[src/rtl/block_cmd_scheduler.sv]
// block_cmd_scheduler: queues sprite-update commands from the HPS bridge and
// broadcasts them one per cycle on the display command bus. Every command is
// stamped with the current back-buffer index. Commit markers are held at the
// FIFO head until the next vertical-blank start, and then become a single
// buffer-swap word, so each frame's updates appear atomically.
module block_cmd_scheduler #(
  parameter int DEPTH    = 64,
  parameter int V_ACTIVE = 480
) (
  input  logic        clk,
  input  logic        reset,
  input  logic        chipselect,
  input  logic        write,
  input  logic        read,
  input  logic [1:0]  address,
  input  logic [31:0] writedata,
  output logic [31:0] readdata,
  input  logic [9:0]  hcount,
  input  logic [9:0]  vcount,
  output logic [31:0] cmd_word,
  output logic        frame_irq
);

  localparam int              AW        = (DEPTH > 1) ? $clog2(DEPTH) : 1;
  localparam int              CW        = AW + 1;
  localparam logic [CW-1:0]   FULL_CNT  = CW'(DEPTH);
  localparam logic [CW-1:0]   ZERO_CNT  = {CW{1'b0}};
  localparam logic [CW-1:0]   ONE_CNT   = CW'(1);
  localparam logic [AW-1:0]   ONE_PTR   = AW'(1);
  localparam logic [9:0]      VBL_LINE  = 10'(V_ACTIVE);
  localparam logic [31:0]     SWAP_BASE = 32'h001E_0000;  // info field = 4'hF

  typedef enum logic [1:0] {
    ST_DRAIN    = 2'd0,
    ST_WAIT_VBL = 2'd1,
    ST_SWAP     = 2'd2
  } state_e;

  // Registered state
  state_e          state_q, state_d;
  logic            front_q, front_d;
  logic            overflow_q, overflow_d;
  logic            vbl_prev_q, vbl_prev_d;
  logic [31:0]     cmd_word_q, cmd_word_d;
  logic            frame_irq_q, frame_irq_d;
  logic [AW-1:0]   wr_ptr_q, wr_ptr_d;
  logic [AW-1:0]   rd_ptr_q, rd_ptr_d;
  logic [CW-1:0]   count_q, count_d;
  logic [32:0]     fifo_mem_q [DEPTH];

  // Combinational helpers
  logic            back;
  logic            vbl_cond;
  logic            vblank_start;
  logic            push_req;
  logic            push_ok;
  logic            clr_ovf;
  logic            fifo_full;
  logic            fifo_empty;
  logic            pop;
  logic [32:0]     push_entry;
  logic [32:0]     head_entry;
  logic            head_marker;
  logic [31:0]     back_stamp;

  assign back        = ~front_q;
  assign back_stamp  = {18'h0_0000, back, 13'h0000};
  assign fifo_full   = (count_q == FULL_CNT);
  assign fifo_empty  = (count_q == ZERO_CNT);
  assign head_entry  = fifo_mem_q[rd_ptr_q];
  assign head_marker = head_entry[32];

  // Vertical-blank start detection: one pulse on the rising edge of the
  // (vcount==V_ACTIVE && hcount==0) condition, even if hcount stalls at 0.
  always_comb begin
    vbl_cond     = (vcount == VBL_LINE) && (hcount == 10'd0);
    vblank_start = vbl_cond && !vbl_prev_q;
    vbl_prev_d   = vbl_cond;
  end

  // Avalon write decode; bit13 is stored as 0 so the back index can be OR'ed in on issue.
  always_comb begin
    push_req = chipselect & write & ~address[1];
    clr_ovf  = chipselect & write & (address == 2'd2);
    push_ok  = push_req & ~fifo_full;
    if (address[0]) begin
      push_entry = {1'b1, 32'h0000_0000};
    end else begin
      push_entry = {1'b0, writedata[31:14], 1'b0, writedata[12:0]};
    end
  end

  // Sticky overflow: a push against a full FIFO sets it, an address-2 write clears it.
  always_comb begin
    overflow_d = overflow_q;
    if (push_req && fifo_full) begin
      overflow_d = 1'b1;
    end else if (clr_ovf) begin
      overflow_d = 1'b0;
    end else begin
      overflow_d = overflow_q;
    end
  end

  // Scheduler FSM: drains commands, parks on a marker, swaps at vblank start.
  always_comb begin
    state_d     = state_q;
    cmd_word_d  = 32'h0000_0000;
    frame_irq_d = 1'b0;
    front_d     = front_q;
    pop         = 1'b0;
    case (state_q)
      ST_DRAIN: begin
        if (fifo_empty) begin
          cmd_word_d = 32'h0000_0000;
        end else if (head_marker) begin
          // Marker stays at the head until its swap is issued.
          state_d = ST_WAIT_VBL;
        end else begin
          pop        = 1'b1;
          cmd_word_d = head_entry[31:0] | back_stamp;
        end
      end
      ST_WAIT_VBL: begin
        if (vblank_start) begin
          state_d = ST_SWAP;
        end else begin
          state_d = ST_WAIT_VBL;
        end
      end
      ST_SWAP: begin
        // Swap word carries the new front index (the current back) in bit13.
        cmd_word_d  = SWAP_BASE | back_stamp;
        frame_irq_d = 1'b1;
        front_d     = ~front_q;
        pop         = ~fifo_empty;
        state_d     = ST_DRAIN;
      end
      default: begin
        state_d = ST_DRAIN;
      end
    endcase
  end

  // FIFO pointer and occupancy bookkeeping.
  always_comb begin
    if (push_ok) begin
      wr_ptr_d = wr_ptr_q + ONE_PTR;
    end else begin
      wr_ptr_d = wr_ptr_q;
    end
    if (pop) begin
      rd_ptr_d = rd_ptr_q + ONE_PTR;
    end else begin
      rd_ptr_d = rd_ptr_q;
    end
    case ({push_ok, pop})
      2'b10:   count_d = count_q + ONE_CNT;
      2'b01:   count_d = count_q - ONE_CNT;
      default: count_d = count_q;
    endcase
  end

  // Status word for software reads; zero when not being read.
  always_comb begin
    if (chipselect && read) begin
      readdata = {16'(count_q), 12'h000, state_q, front_q, overflow_q};
    end else begin
      readdata = 32'h0000_0000;
    end
  end

  // Control, status and output registers with synchronous reset.
  always_ff @(posedge clk) begin
    if (reset) begin
      state_q     <= ST_DRAIN;
      front_q     <= 1'b0;
      overflow_q  <= 1'b0;
      vbl_prev_q  <= 1'b0;
      cmd_word_q  <= 32'h0000_0000;
      frame_irq_q <= 1'b0;
      wr_ptr_q    <= {AW{1'b0}};
      rd_ptr_q    <= {AW{1'b0}};
      count_q     <= ZERO_CNT;
    end else begin
      state_q     <= state_d;
      front_q     <= front_d;
      overflow_q  <= overflow_d;
      vbl_prev_q  <= vbl_prev_d;
      cmd_word_q  <= cmd_word_d;
      frame_irq_q <= frame_irq_d;
      wr_ptr_q    <= wr_ptr_d;
      rd_ptr_q    <= rd_ptr_d;
      count_q     <= count_d;
    end
  end

  // FIFO storage; entries need no reset since count and pointers define validity.
  always_ff @(posedge clk) begin
    if (push_ok) begin
      fifo_mem_q[wr_ptr_q] <= push_entry;
    end
  end

  assign cmd_word  = cmd_word_q;
  assign frame_irq = frame_irq_q;

endmodule

[config.mk]
export PLATFORM = sky130hd
export DESIGN_NAME = block_cmd_scheduler
export DESIGN_NICKNAME = d
export VERILOG_FILES = /design/src/rtl/block_cmd_scheduler.sv
export SDC_FILE = /design/constraint.sdc
export NUM_CORES = 2
export LEC_CHECK = 0
export ABC_CLOCK_PERIOD_IN_PS = 5700
export CAP_MARGIN = 20
export CORE_ASPECT_RATIO = 0.75
export CORE_MARGIN = 2
export CORE_UTILIZATION = 45
export DETAILED_ROUTE_END_ITERATION = 7
export PLACE_DENSITY = 0.64
export SYNTH_ARGS = -nofsm -noshare
export SYNTH_HDL_FRONTEND = slang
export SYNTH_SLANG_ARGS = --single-unit
[constraint.sdc]
create_clock -name clk -period 5.7 [get_ports clk]
set_input_delay 0.57 -clock clk [delete_from_list [all_inputs] [get_ports clk]]
set_output_delay 0.57 -clock clk [all_outputs]
set_load 0.05 [all_outputs]
==> results.sh <==
export IMPL_ir_worst_vdd_mv=0.249
export IMPL_ctsHtreeMaxLevel=4
export IMPL_layout_cells_non_filler=6136
export IMPL_grtUsageTotal_pct=21.5
export IMPL_p_leak_nw=25.5
export IMPL_crit_slowest_cell="dfxtp_4"
export IMPL_grt_pass1_wl_microns=277000
export IMPL_io_buffer_count=101
export IMPL_grt_antenna_before_repair=15
export IMPL_dp_hpwl_microns=106000
export IMPL_max_freq_mhz=222
export IMPL_synth_flop_cell="edfxtp_1"
export IMPL_fin_crit_sh_pct=78.9
export IMPL_vias=37200
export IMPL_synth_cells=3348
export IMPL_cts_root_buf="clkbuf_16"
export IMPL_synthArstFlopShare_pct=0
export IMPL_die_w_microns=493
export IMPL_cap_violations=0
export IMPL_postSynthAreaPerCell_sq_um=24.1
export IMPL_ioPinCount=124
export IMPL_layout_common_cells="edfxtp_1, mux4_2, clkbuf_16"
export IMPL_p_per_area_nw_per_um2=358
export IMPL_cts_hold_buf=0
export IMPL_ant_nets=0
export IMPL_hold_path_class="in2reg"
export IMPL_worst_pin_slew_ps=1030
export IMPL_finalWirelength_microns=196000
export IMPL_violations="design-rule violations"
export IMPL_cp_start_kind="flip-flop"
export IMPL_synth_largest_area_cell="edfxtp_1"
export IMPL_status="finished, violations left"
export IMPL_timing_final_crit_period_ps=4500
export IMPL_nets=3666
export IMPL_path_max_fanout=24
export IMPL_finalSetupTns_ps=0
export IMPL_drtPass1Iterations=7
export IMPL_crit_chain="mux4_2, o21ai_0, nor3b_1, a211o_1, or3_1, nand2_1, ha_1, buf_4, xor2_1, ha_1, a21oi_1, o21ai_0, a21oi_1, xor2_1, or3_1, a21oi_1"
export IMPL_synth_top_area_share_pct=76.2
export IMPL_postCtsSetupBuffers=0
export IMPL_insertion_delay_ps=820
export IMPL_rsz0062_at_grt="no"
export IMPL_cts_buffers=190
export IMPL_dp_cells=5790
export IMPL_slew_viol_final=0
export IMPL_syn_area_sq_um=80700
export IMPL_slew_headroom_pct=29.2
export IMPL_ys_ff_latch=2111
export IMPL_vias_per_cell=6.06
export IMPL_syn_to_final_growth_pct=13.8
export IMPL_clk_pin_slew_ps=70
export IMPL_cts_buffer_depth=3
export IMPL_final_common_cell="edfxtp_1"
export IMPL_synth_mux_area_fraction_pct=18.5
export IMPL_crit_type="reg2reg"
export IMPL_critPathRequiredTime_ps=6450
export IMPL_crit_path_end_kind="flip-flop"
export IMPL_synth_edf_count=2048
export IMPL_skew_ps=28.1
export IMPL_drive_gt1_share_pct=31.0
export IMPL_cts_sinks=2111
export IMPL_grt_pass1_vias=36900
export IMPL_power_w=0.0329
export IMPL_synth_compound_area_share_pct=0.507
export IMPL_cts_tree="done"
export IMPL_gp_congestion=0.796
export IMPL_synth_simple_area_share_pct=1.80
export IMPL_critical_path_max_stage_delay_ps=690
export IMPL_drc=6
export IMPL_cp_data_arrival_time_ps=5250
export IMPL_finalSetupViolCount=0
export IMPL_rows=134
export IMPL_die_y_microns=371
export IMPL_coreArea_sq_um=178000
export IMPL_cp_common_cell="a21oi_1"
export IMPL_synth_cell_type_count=61
export IMPL_cts_resized=0
export IMPL_start_util_pct=45.3
export IMPL_die_area_sq_um=183000
export IMPL_yosys_warnings=0
export IMPL_grt_overflow=0
export IMPL_synth_top_family_by_area="multiplexers"
export IMPL_synth_xor_area_share_pct=0.130
export IMPL_synth_fa_ha_area_share_pct=0.0775
export IMPL_yosys_top_cells_area="edfxtp_1, mux4_2, dfxtp_1"
export IMPL_synth_seq_area_share_pct=77.7
export IMPL_grt_start_max_net_pins=119
export IMPL_detail_route_wl_per_cell_microns=31.9
export IMPL_final_hold_viol_count=0
export IMPL_drt_iter0_markers=5297
[report_power, final]
group / switching (W) / internal [W] / total, W / leakage [nW]
registers: 0.000104 / 0.0171 / 0.0172 / 17.4
logic: 0.00185 / 0.00144 / 0.00329 / 5.17
clock network: 0.00550 / 0.00687 / 0.0124 / 2.92
[logic make-up (layout without fill, tap and decap cells)]
logic type | count (synthesis) | in the layout
xor+xnor | 12 | 12
compound gates | 62 | 62
flops | 2111 | 2111
mux | 673 | 673
buf+inv | 200 | 585
fa+ha+maj | 5 | 5
simple gates | 284 | 284
other cells | 1 | 24
[per-stage QoR]
stage,area [sq um],util (%),setup slack (ps),hold slack (ps)
2_1_floorplan,80800,-,1630,463
3_3_place_gp,85900,48.2,1280,473
3_5_place_dp,85900,48.3,1200,483
4_1_cts,91900,51.6,1180,171
5_1_grt,91900,51.6,832,213
6_report,91900,51.6,1200,228
[routing by layer]
layer	up-vias	track usage (%)	wire (microns)
met5	-	0	12
met1	20400	33.3	83900
li1	14800	-	-
met2	1764	31.5	88800
met4	2	5.89	4270
met3	229	4.17	18800
[registers in the layout (all words and copies together) (netlist names), named ones only]
signal,flops
fifo_mem_q,2048
cmd_word,32
count_q,7
rd_ptr_q,6
wr_ptr_q,6
state_q,2
frame_irq,1
front_q,1
overflow_q,1
vbl_prev_q,1
[worst paths after layout]
check                                           to  cells past startpoint  slack (ps)       start
worst max-delay path                    count_q[4]                     16        1200   flip-flop
worst min-delay path            fifo_mem_q[30][32]                      1         230  address[0]
worst min register to register          overflow_q                      2         490  overflow_q
worst max register to register          count_q[4]                     16        1200   flip-flop
[cells in the mapped netlist (all sizes together) (3+ instances only)]
master / instances
a211oi: 11
a21oi: 15
a31oi: 6
and3: 11
buf: 108
clkbuf: 88
dfxtp: 63
edfxtp: 2048
ha: 5
inv: 4
mux2: 9
mux2i: 12
mux4: 652
nand2: 47
nand2b: 8
nand3: 19
nand3b: 4
nand4: 4
nor2: 94
nor2b: 68
nor3: 4
nor3b: 3
nor4: 3
nor4b: 3
o21ai: 10
or3: 7
xnor2: 3
xor2: 9
[layout make-up]
class	count	area, sq um
clock inverter	79	572
fill	13600	86200
sequential	2111	62800
inverter	4	15.0
multi-input combinational	1057	17700
clock buffer	264	5380
tap	2380	2980
antenna	3	7.51
timing repair buffer	238	2430
[worst max-delay path, delay by kind of cell, from the launching register on]
| kind | cells | cell delay (ps) |
|---|---|---|
| adders and majority gates | 2 | 350 |
| buffers and inverters | 1 | 200 |
| and+or+nand+nor | 4 | 1080 |
| muxes | 1 | 560 |
| AOI/OAI and AO/OA | 6 | 1330 |
| DFF | 1 | 690 |
| xor gates and xnor gates | 2 | 210 |
Power figures use the tool's default switching activity.
